<file path="config.mk">
export PLATFORM = sky130hd
export DESIGN_NAME = cc_switch_seq
export DESIGN_NICKNAME = d
export VERILOG_FILES = /design/src/rtl/cc_switch_seq.sv
export SDC_FILE = /design/constraint.sdc
export NUM_CORES = 1
export LEC_CHECK = 0
export ABC_CLOCK_PERIOD_IN_PS = 2600
export CAP_MARGIN = 20
export CELL_PAD_IN_SITES_DETAIL_PLACEMENT = 0
export CELL_PAD_IN_SITES_GLOBAL_PLACEMENT = 1
export CORE_UTILIZATION = 45
export CTS_CLUSTER_DIAMETER = 200
export DETAILED_ROUTE_END_ITERATION = 7
export GPL_ROUTABILITY_DRIVEN = 0
export PLACE_DENSITY_LB_ADDON = 0.1
export SLEW_MARGIN = 5
export SYNTH_ARGS = -nofsm -noshare
export SYNTH_HDL_FRONTEND = slang
export SYNTH_SLANG_ARGS = --single-unit
</file>
<file path="constraint.sdc">
create_clock -name clk -period 2.6 [get_ports clk]
set_input_delay 0.52 -clock clk [delete_from_list [all_inputs] [get_ports clk]]
set_output_delay 0.52 -clock clk [all_outputs]
set_load 0.02 [all_outputs]
</file>
<file path="src/rtl/cc_switch_seq.sv">
`default_nettype none
// ============================================================================
//  Module      : cc_switch_seq
//  Description : Break-before-make relay commutation sequencer. A synchronised
//                request edge starts a timed BREAK / GAP / MAKE / DONE
//                sequence that switches the connected channel. Requests that
//                arrive while busy are dropped and counted (saturating).
//  Revision    : 1.0 - initial release
// ============================================================================
module cc_switch_seq #(
    parameter int unsigned T_BREAK = 800000,  // clocks relay_off is held high
    parameter int unsigned T_GAP   = 400000,  // clocks with both drives low
    parameter int unsigned T_MAKE  = 800000   // clocks relay_on is held high
    // Each of T_BREAK, T_GAP and T_MAKE must lie in 1 .. 2^24-1.
) (
    input  logic       clk,
    input  logic       rst,
    input  logic       req,
    input  logic [5:0] chan,
    output logic       relay_off,
    output logic       relay_on,
    output logic [5:0] chan_out,
    output logic       busy,
    output logic       done,
    output logic       err,
    output logic [3:0] ovr_cnt
);

    localparam logic [2:0] c_st_idle  = 3'd0;
    localparam logic [2:0] c_st_break = 3'd1;
    localparam logic [2:0] c_st_gap   = 3'd2;
    localparam logic [2:0] c_st_make  = 3'd3;
    localparam logic [2:0] c_st_done  = 3'd4;

    // Timers count down from T-1 to 0, so a phase lasts exactly T clocks.
    localparam logic [23:0] c_break_ld = 24'(T_BREAK - 1);
    localparam logic [23:0] c_gap_ld   = 24'(T_GAP - 1);
    localparam logic [23:0] c_make_ld  = 24'(T_MAKE - 1);
    localparam logic [5:0]  c_num_chan = 6'd60;

    logic [2:0]  r_sync;
    logic [2:0]  r_state;
    logic [2:0]  w_next;
    logic [23:0] r_timer;
    logic [5:0]  r_chan_lat;
    logic        w_edge;
    logic        w_tmr_zero;
    logic        w_accept;
    logic        w_reject;
    logic        w_overrun;
    logic        w_relay_off;
    logic        w_relay_on;
    logic        w_busy;
    logic        w_done;

    // Stage 0 absorbs metastability; the edge is taken between stages 1 and 2
    // so a long request pulse yields exactly one edge.
    assign w_edge     = r_sync[1] & ~r_sync[2];
    assign w_tmr_zero = (r_timer == 24'd0);
    assign w_accept   = w_edge && (r_state == c_st_idle) && (chan <  c_num_chan);
    assign w_reject   = w_edge && (r_state == c_st_idle) && (chan >= c_num_chan);
    // Includes the DONE cycle: an edge there is an overrun, never a new start.
    assign w_overrun  = w_edge && (r_state != c_st_idle);

    // Request synchroniser / edge-detect shift register.
    always_ff @(posedge clk or posedge rst) begin
        if (rst) r_sync <= 3'b000;
        else     r_sync <= {r_sync[1:0], req};
    end

    // State register.
    always_ff @(posedge clk or posedge rst) begin
        if (rst) r_state <= c_st_idle;
        else     r_state <= w_next;
    end

    // Next-state logic.
    always_comb begin
        w_next = r_state;
        case (r_state)
            c_st_idle:  if (w_accept)   w_next = c_st_break;
            c_st_break: if (w_tmr_zero) w_next = c_st_gap;
            c_st_gap:   if (w_tmr_zero) w_next = c_st_make;
            c_st_make:  if (w_tmr_zero) w_next = c_st_done;
            c_st_done:                  w_next = c_st_idle;
            default:                    w_next = c_st_idle;
        endcase
    end

    // Output decode from the next state so the registered drives align with
    // the state they belong to.
    always_comb begin
        w_relay_off = (w_next == c_st_break);
        w_relay_on  = (w_next == c_st_make);
        w_busy      = (w_next != c_st_idle);
        w_done      = (w_next == c_st_done);
    end

    // Phase timer: loaded on each phase entry, counts down to zero.
    always_ff @(posedge clk or posedge rst) begin
        if (rst) begin
            r_timer <= 24'd0;
        end else begin
            case (r_state)
                c_st_idle:  if (w_accept) r_timer <= c_break_ld;
                c_st_break: r_timer <= w_tmr_zero ? c_gap_ld  : r_timer - 24'd1;
                c_st_gap:   r_timer <= w_tmr_zero ? c_make_ld : r_timer - 24'd1;
                c_st_make:  r_timer <= w_tmr_zero ? 24'd0     : r_timer - 24'd1;
                default:    r_timer <= 24'd0;
            endcase
        end
    end

    // Target channel latch, captured only when a request is accepted.
    always_ff @(posedge clk or posedge rst) begin
        if (rst)           r_chan_lat <= 6'd0;
        else if (w_accept) r_chan_lat <= chan;
    end

    // Registered outputs; chan_out follows the latch on MAKE entry only.
    always_ff @(posedge clk or posedge rst) begin
        if (rst) begin
            relay_off <= 1'b0;
            relay_on  <= 1'b0;
            busy      <= 1'b0;
            done      <= 1'b0;
            err       <= 1'b0;
            chan_out  <= 6'd0;
        end else begin
            relay_off <= w_relay_off;
            relay_on  <= w_relay_on;
            busy      <= w_busy;
            done      <= w_done;
            err       <= w_reject;
            if ((r_state == c_st_gap) && (w_next == c_st_make))
                chan_out <= r_chan_lat;
        end
    end

    // Saturating count of requests dropped while a sequence is running.
    always_ff @(posedge clk or posedge rst) begin
        if (rst)                              ovr_cnt <= 4'd0;
        else if (w_overrun && ovr_cnt != 4'hF) ovr_cnt <= ovr_cnt + 4'd1;
    end

endmodule
`default_nettype wire

</file>
==> results.toml, run 1 <==
[run_status]
status = "completed"

[clock_network]
clk_latency_ps = 310
postCtsSetupBuffers = 0
path_clk_slew_ps = 100
cts_sinks = 51
htreeDepth = 2
cts-root-buf = "clkbuf_8"
clk_path_buf_depth = 2
hold_buffers = 0
cts_tree = "built"
cts_buffers = 5
cts_resized = 0

[worst_setup_path]
rr_worst_depth = 7
cp_data_arrival_time_ps = 2500
cp_cell_sequence = "inv_1 -> ha_1 -> nor4b_4 -> and3_1 -> a21oi_1 -> o21ai_0 -> a31oi_1"
path_class = "reg -> reg"
start_kind = "register"
cp_max_fo = 11
crit_slowest_cell = "a21oi_1"
endpoint_kind = "register"
crit_required_ps = 2840
slowest_delay_ps = 680

[yosys]
avgSynthCellArea_um2 = 10.5
synth_ff_type = "dfrtp_1"
ys_ff_latch = 51
synth_area_um2 = 2710
async_flop_share_pct = 100
seq_area_frac_synth_pct = 47.2
yosysTopAreaCell = "dfrtp_1"
yosysMostFrequentCell = "dfrtp_1"
syn-num-nets = 269
synth_area_leaders = "dfrtp_1 (47%), o21ai_0 (3.7%), mux2_2 (2.9%), nor2_1 (2.9%), a22o_1 (2.6%)"
ys_warn_count = 0
synth-edff-count = 0
synthTopCellsByCount = "dfrtp_1 (51), nor2_1 (21), o21ai_0 (20)"
syn_inst = 257
ys_types = 57
yosysTopAreaCellShare_pct = 47.2

[pwr]
power.density_nw_per_um2 = 493
power.leakage_nw = 1.28
peakVddDrop_mv = 0.369
p_total_mw = 1.54

[worst_hold_path]
hold_path.class = "reg -> reg"
min_path_cells = 0

[floorplan]
die_w_um = 79.6
core_area_um2 = 5640
start_util_pct = 48.0
num_rows = 27
die_area_um2 = 6330
die_height_um = 79.6
pin_count = 24

[finish]
fin_nets = 296
num-fill-cells = 489
syn2layout_area_growth_pct = 15.3
stdcell_area_um2 = 3120
antenna_cells = 0
final_util_pct = 55.3
drive_gt1_share_pct = 16.5

[sta]
max_freq_mhz = 443
worstMarginPinSlew_ps = 851
rsz0062_at_grt = "false"
post-route-min-period_ps = 2260
fin_crit_sh_pct = 86.9
slew-limit-headroom_pct = 43.3
finClkSkew_ps = 7.58
drv_slew = 0
setup_viol = 0
hold_viol = 0
finalSetupTns_ps = 0

[drt]
drc_errors = 0
wl_per_cell_um = 17.4
ant_nets = 0
dr.pass1.iters = 4
num_vias = 2107
first_iter_violations = 161
viasPerCell = 5.90
wirelength_mm = 6.21

[placement]
dp_hpwl_mm = 4.55
port-buffer-count = 23
place_area_um2 = 3030

[grt]
use_met3_pct = 4.00
grt_pass1_vias = 2098
antenna_found_initial = 0
grt_pass1_wl_mm = 10.6
grt_max_degree = 28
globalRouteOverflowTotal = 0
grt_use_met2_pct = 31.9
grt_busiest_layer = "met1"
grtUsageMet1_pct = 33.0
track_usage_pct = 22.1

[run]
drv_cap = 0
-- placed cells by master (no fill, tap or decap), types with 2 or more instances in the layout --
master and n:
xnor2_1 5, mux2_4 2, o21a_1 2, nor4_4 2
o211ai_1 2, a21o_1 5, xor2_1 2, nand3_1 3
nor3_1 10, clkbuf_8 5, dfrtp_1 51, buf_4 5
a22o_1 8, clkdlybuf4s50_1 23, ha_1 3, nor3_4 2
o31ai_1 2, nand4_1 7, and3_1 4, a31oi_1 5
a21oi_1 10, nor2b_1 2, or3_1 4, nor4_2 2
o22ai_1 3, nand3_2 2, nor4_1 4, mux2_2 7
o21ai_1 2, nor2_1 21, nand2_1 17, nand4_2 3
o22a_1 4, o21ai_0 20, nor3b_1 2, or4_1 2
nor3_2 4, inv_1 5
-- stage by stage --
stage | setup slack [ps] | cells | hold slack, ps
6_report | 341 | 357 | 357
5_1_grt | 89.0 | 357 | 361
4_1_cts | 335 | 357 | 357
3_5_place_dp | 362 | 349 | 336
3_3_place_gp | 362 | 349 | 334
2_1_floorplan | 729 | 257 | 331
-- metal layers --
metal  wire, um  up-vias
li1           -     1017
met1       3180     1038
met2       2690       43
met3        246        9
met4         91        0
met5          0        -
-- registers in the layout, summed over array words and instances (netlist names) --
| name | count |
|---|---|
| relay_on | 1 |
| r_sync | 3 |
| r_chan_lat | 6 |
| r_timer | 24 |
| done | 1 |
| err | 1 |
| relay_off | 1 |
| chan_out | 6 |
| ovr_cnt | 4 |
| busy | 1 |
| r_state | 3 |
-- layout make-up --
type / count / area, um2 / share of cell area, %
repair buffers: 29 / 288 / 9.22
clock buffers: 6 / 72.6 / 2.32
multi-input cells: 191 / 1360 / 43.4
clock inverters: 2 / 16.3 / 0.521
inverters: 6 / 22.5 / 0.721
well taps: 72 / 90.1 / 2.89
flip-flops and latches: 51 / 1280 / 40.9
-- critical path, delay by kind of cell (launching register included) --
family	cells	cell delay, ps
fa+ha+maj	1	210
simple gates	2	380
flops	1	440
buf+inv	1	80
compound gates	3	1070
-- kinds of logic (layout without fill, tap and decap cells) --
group,after synthesis,count (layout),synth area share (%)
AND/OR/NAND/NOR,100,100,24.5
AO/OA/AOI/OAI,72,72,17.9
flip-flops,51,51,47.2
buffers and inverters,15,43,2.73
multiplexers,9,9,4.02
XOR/XNOR,7,7,2.27
adder cells (fa/ha/maj),3,3,1.39
-- path summary, 6_finish.rpt --
check                           start     endpoint  slack, ps
setup / recovery           r_timer[0]  r_timer[15]        340
min in group asynchronous         rst         done        580
hold / removal              r_sync[0]    r_sync[1]        360
max in group asynchronous         rst    r_sync[2]       1480
setup reg to reg           r_timer[0]  r_timer[15]        340
hold reg to reg             r_sync[0]    r_sync[1]        360
-- power by group --
part	internal (mW)	total, mW	switching (mW)
clock network	0.194	0.474	0.280
logic	0.102	0.193	0.0914
registers	0.833	0.873	0.0405
(Power assumes the default switching activity.)
==> run 2: changes to the inputs <==
CORE_UTILIZATION = 40   (was 45)
==> results.toml, run 2 (synthesized netlist as in run 1, its figures left out) <==
[drt]
first_iter_violations = 114
viasPerCell = 5.83
dr.pass1.iters = 6
wirelength_mm = 6.25
num_vias = 2121
ant_nets = 0
drc_errors = 2
wl_per_cell_um = 17.2

[floorplan]
die_area_um2 = 7100
core_area_um2 = 6420
pin_count = 24
start_util_pct = 42.1
num_rows = 29
die_height_um = 84.3
die_w_um = 84.3

[placement]
place_area_um2 = 3050
dp_slack_ps = 290
port-buffer-count = 23
dp_hpwl_mm = 4.49
dp.cells = 356

[worst_setup_path]
crit_cells = 7
crit_slowest_cell = "a21oi_1"
critical_path_buf_inv_count = 1
crit_required_ps = 2840
rr_worst_depth = 7
timing.rr.start = "r_timer[0]"
startpoint = "r_timer[0]"
slowest_delay_ps = 770
start_kind = "register"
endpoint_kind = "register"
crit_end = "r_timer[20]"
path_class = "reg -> reg"
cp_data_arrival_time_ps = 2610
cp_cell_sequence = "inv_1 -> ha_1 -> nor4b_4 -> and3_1 -> a21oi_1 -> o21ai_0 -> a31oi_1"
worstReg2RegEnd = "r_timer[20]"
r2r_setup_slack_ps = 230
cp_top_family = "compound AO/OA/AOI/OAI gates"
cp_max_fo = 11

[sta]
hold_viol = 0
whs_ps = 363
post-route-min-period_ps = 2370
worstMarginPinSlew_ps = 970
setup_viol = 0
finalSetupTns_ps = 0
drv_slew = 0
fin_ws_ps = 225
slew-limit-headroom_pct = 35.3
finClkSkew_ps = 9.49
max_freq_mhz = 421
rsz0062_at_grt = "false"
fin_crit_sh_pct = 91.3

[clock_network]
clk_latency_ps = 320
cts_tree = "built"
hold_buffers = 0
clk_path_buf_depth = 2
cts-root-buf = "clkbuf_8"
postCtsSetupBuffers = 0
htreeDepth = 2
cts_buffers = 5
cts_resized = 0
path_clk_slew_ps = 100
cts_sinks = 51

[grt]
grt_max_degree = 52
grt_pass1_wl_mm = 10.4
antenna_found_initial = 0
globalRouteOverflowTotal = 0
track_usage_pct = 18.5
grt_pass1_vias = 1986

[finish]
syn2layout_area_growth_pct = 16.2
stdcell_area_um2 = 3150
largest_register_ffs = 24
drive_gt1_share_pct = 17.4
antenna_cells = 0
instances_no_fill = 364
multi_input_comb_area_um2 = 1360
layout_common_cells = "dfrtp_1 (51), clkdlybuf4s50_1 (23), nor2_1 (21), o21ai_0 (20), nand2_1 (17)"
final_util_pct = 49.0
seq_area_um2 = 1280
final_common_cell = "dfrtp_1"
num-fill-cells = 608
top_register = "r_timer"
largest_registers = "r_timer (24), chan_out (6), r_chan_lat (6)"
fin_nets = 298

[pwr]
p_sw_mw = 0.431
p_total_mw = 1.56
combPwrFrac_pct = 12.4
p_sw_share_pct = 27.6
pwr-share-seq_pct = 56.0
p_clk_share_pct = 31.6
power.density_nw_per_um2 = 496
peakVddDrop_mv = 0.397
internal_power_mw = 1.13
power.leakage_nw = 1.30

[worst_hold_path]
hold_path.class = "reg -> reg"

[run_status]
violations = "DRC"
status = "finished with violations"

[run]
drv_cap = 0
==> run 2: layout make-up <==
cell class                 instances  area share (%)
multi-input combinational        191            43.1
sequential                        51            40.6
timing repair buffer              31            9.63
tap                               77            3.06
clock buffer                       5            2.19
clock inverter                     3           0.716
inverter                           6           0.716
==> run 2: worst register-to-register path: stages, from the launching register on <==
cell	delay (ps)
dfrtp_1	450
inv_1	90
ha_1	200
nor4b_4	140
and3_1	250
a21oi_1	770
o21ai_0	200
a31oi_1	210
==> run 2: routing by layer <==
| metal | wire length [um] | up-vias | track usage (%) |
|---|---|---|---|
| met2 | 2780 | 37 | 28.8 |
| met4 | 42 | 0 | 4.70 |
| li1 | - | 1030 | - |
| met1 | 3220 | 1050 | 26.8 |
| met3 | 201 | 4 | 3.24 |
| met5 | 0 | - | 0 |
==> run 2: power by group through the flow <==
stage               registers (mW)  clock network (mW)  logic [mW]
finish                       0.874               0.493       0.193
global route                 0.879               0.526       0.211
CTS                          0.874               0.500       0.197
detailed placement           0.888                   0       0.198
global placement             0.888                   0       0.197
floorplan                    0.922                   0      0.0629
==> run 2: worst min path at each step <==
| stage | startpoint | to | slack, ps | cells past startpoint |
|---|---|---|---|---|
| 3_5_place_dp | r_sync[0] | r_sync[1] | 340 | 0 |
| 4_1_cts | r_sync[0] | r_sync[1] | 370 | 0 |
| 6_report | r_sync[0] | r_sync[1] | 360 | 0 |
| 3_3_place_gp | r_sync[0] | r_sync[1] | 330 | 0 |
| 2_1_floorplan | r_sync[0] | r_sync[1] | 330 | 0 |
| 5_1_grt | r_sync[0] | r_sync[1] | 370 | 0 |
==> run 3: changes to the inputs <==
ABC_AREA = 1   (was unset)
==> results.toml, run 3 <==
[grt]
grt_pass1_vias = 2223
grt_max_degree = 28
track_usage_pct = 19.1
globalRouteOverflowTotal = 0
antenna_found_initial = 0
grt_pass1_wl_mm = 10.8

[yosys]
synth_area_um2 = 2780
synth_ff_type = "dfrtp_1"
syn-num-nets = 346
yosys.area_share.simple_pct = 33.0
synthTopCellsByCount = "nand2_1 (98), dfrtp_1 (51), nor2_1 (39)"
synth-adder-area-share_pct = 1.35
syn_inst = 334
muxShareOfSynthArea_pct = 2.43
yosysTopAreaCell = "dfrtp_1"
yosysTopAreaCellShare_pct = 45.9
async_flop_share_pct = 100
synth_area_leaders = "dfrtp_1 (46%), nand2_1 (13%), nor2_1 (5.3%), xor2_1 (4.4%), inv_1 (4.2%)"
yosysMostFrequentCell = "nand2_1"
ys_ff_latch = 51
avgSynthCellArea_um2 = 8.32
ys_types = 35
seq_area_frac_synth_pct = 45.9
ys_warn_count = 0
synth_compound_area_share_pct = 6.71
synth_top_family_by_area = "simple AND/OR/NAND/NOR gates"
synth-edff-count = 0
synth_xor_area_share_pct = 5.05

[floorplan]
die_height_um = 85.3
num_rows = 30
pin_count = 24
core_area_um2 = 6760
die_w_um = 85.3
start_util_pct = 41.1
die_area_um2 = 7280

[clock_network]
cts_sinks = 51
clk_path_buf_depth = 2
cts_buffers = 5
cts_tree = "built"
postCtsSetupBuffers = 0
htreeDepth = 2
hold_buffers = 0
clk_latency_ps = 310
path_clk_slew_ps = 100
cts-root-buf = "clkbuf_8"
cts_resized = 0

[finish]
seq_area_um2 = 1280
final_common_cell = "nand2_1"
top_register = "r_timer"
largest_registers = "r_timer (24), chan_out (6), r_chan_lat (6)"
layout_common_cells = "nand2_1 (98), dfrtp_1 (51), nor2_1 (39), inv_1 (30), clkdlybuf4s50_1 (23)"
largest_register_ffs = 24
drive_gt1_share_pct = 12.9
syn2layout_area_growth_pct = 15.4
antenna_cells = 0
fin_nets = 375
num-fill-cells = 697
multi_input_comb_area_um2 = 1350
stdcell_area_um2 = 3200

[sta]
slew-limit-headroom_pct = 63.9
setup_viol = 0
rsz0062_at_grt = "false"
hold_viol = 0
fin_crit_sh_pct = 74.0
post-route-min-period_ps = 1930
whs_ps = 360
finClkSkew_ps = 7.04
worstMarginPinSlew_ps = 541
drv_slew = 0
finalSetupTns_ps = 0
max_freq_mhz = 519

[pwr]
p_sw_share_pct = 27.4
power.leakage_nw = 1.52
p_sw_mw = 0.419
internal_power_mw = 1.11
power.density_nw_per_um2 = 478
peakVddDrop_mv = 0.467
combPwrFrac_pct = 13.6
p_clk_share_pct = 30.6
pwr-share-seq_pct = 55.7

[drt]
num_vias = 2209
viasPerCell = 4.98
dr.pass1.iters = 4
first_iter_violations = 91
drc_errors = 0
wl_per_cell_um = 13.9
ant_nets = 0
wirelength_mm = 6.17

[worst_setup_path]
path_class = "reg -> reg"
start_kind = "register"
crit_required_ps = 2810
cp_data_arrival_time_ps = 2140
endpoint_kind = "register"
rr_worst_depth = 13
cp_max_fo = 9

[run_status]
status = "completed"

[placement]
port-buffer-count = 23
place_area_um2 = 3120
dp_hpwl_mm = 4.50

[run]
drv_cap = 0

[worst_hold_path]
hold_path.class = "reg -> reg"
min_path_cells = 0
==> run 3: routing by layer <==
layer	track usage [%]	wire length, um	vias to the layer above
li1	-	-	1124
met1	25.1	2970	1053
met2	32.3	2950	25
met3	3.60	164	7
met4	5.91	82	0
met5	0	0	-
==> run 3: cells by family (layout without fill, tap and decap cells) <==
kind of cell	after synthesis	count (layout)
xor+xnor	16	16
simple gates	188	188
flops	51	51
mux	6	6
fa+ha+maj	3	3
buf+inv	39	69
compound gates	31	31
==> run 3: cell type report <==
type,count,area share [%]
sequential,51,39.8
inverter,37,4.41
clock inverter,3,0.625
timing repair buffer,24,7.81
multi-input combinational,244,42.1
tap,80,3.12
clock buffer,5,2.15
==> run 3: critical path: stages, from the launching register on <==
cell and delay, ps:
dfrtp_1 370, inv_1 140, ha_1 170, inv_1 40
nor2_1 70, nand2_1 90, nor2_4 140, nand3_4 160
nand2_2 180, nand2_4 100, nor2_8 180, inv_2 60
nand3_1 60, nand2_1 50
==> run 3: power groups by stage <==
stage	Sequential [mW]	Clock (mW)	Combinational [mW]
2_1_floorplan	0.906	0	0.0768
3_3_place_gp	0.869	0	0.210
3_5_place_dp	0.869	0	0.213
4_1_cts	0.854	0.482	0.213
5_1_grt	0.858	0.506	0.232
6_report	0.853	0.469	0.209
==> run 3: through the flow <==
stage	cells	setup slack (ps)	utilization, %	power [mW]
after global routing	444	452	47.4	1.60
final	444	675	47.4	1.53
after detailed placement	436	370	46.1	1.08
after global placement	436	403	46.1	1.08
after floorplan	334	850	-	0.982
after CTS	444	649	47.4	1.55
==> run 3: worst paths after layout <==
| path | to | slack [ps] | startpoint |
|---|---|---|---|
| setup / recovery | r_timer[2] | 670 | r_timer[0] |
| hold / removal | r_sync[1] | 360 | r_sync[0] |
| setup reg to reg | r_timer[2] | 670 | r_timer[0] |
| hold reg to reg | r_sync[1] | 360 | r_sync[0] |
| max in group asynchronous | r_timer[9] | 1490 | rst |
| min in group asynchronous | ovr_cnt[3] | 570 | rst |
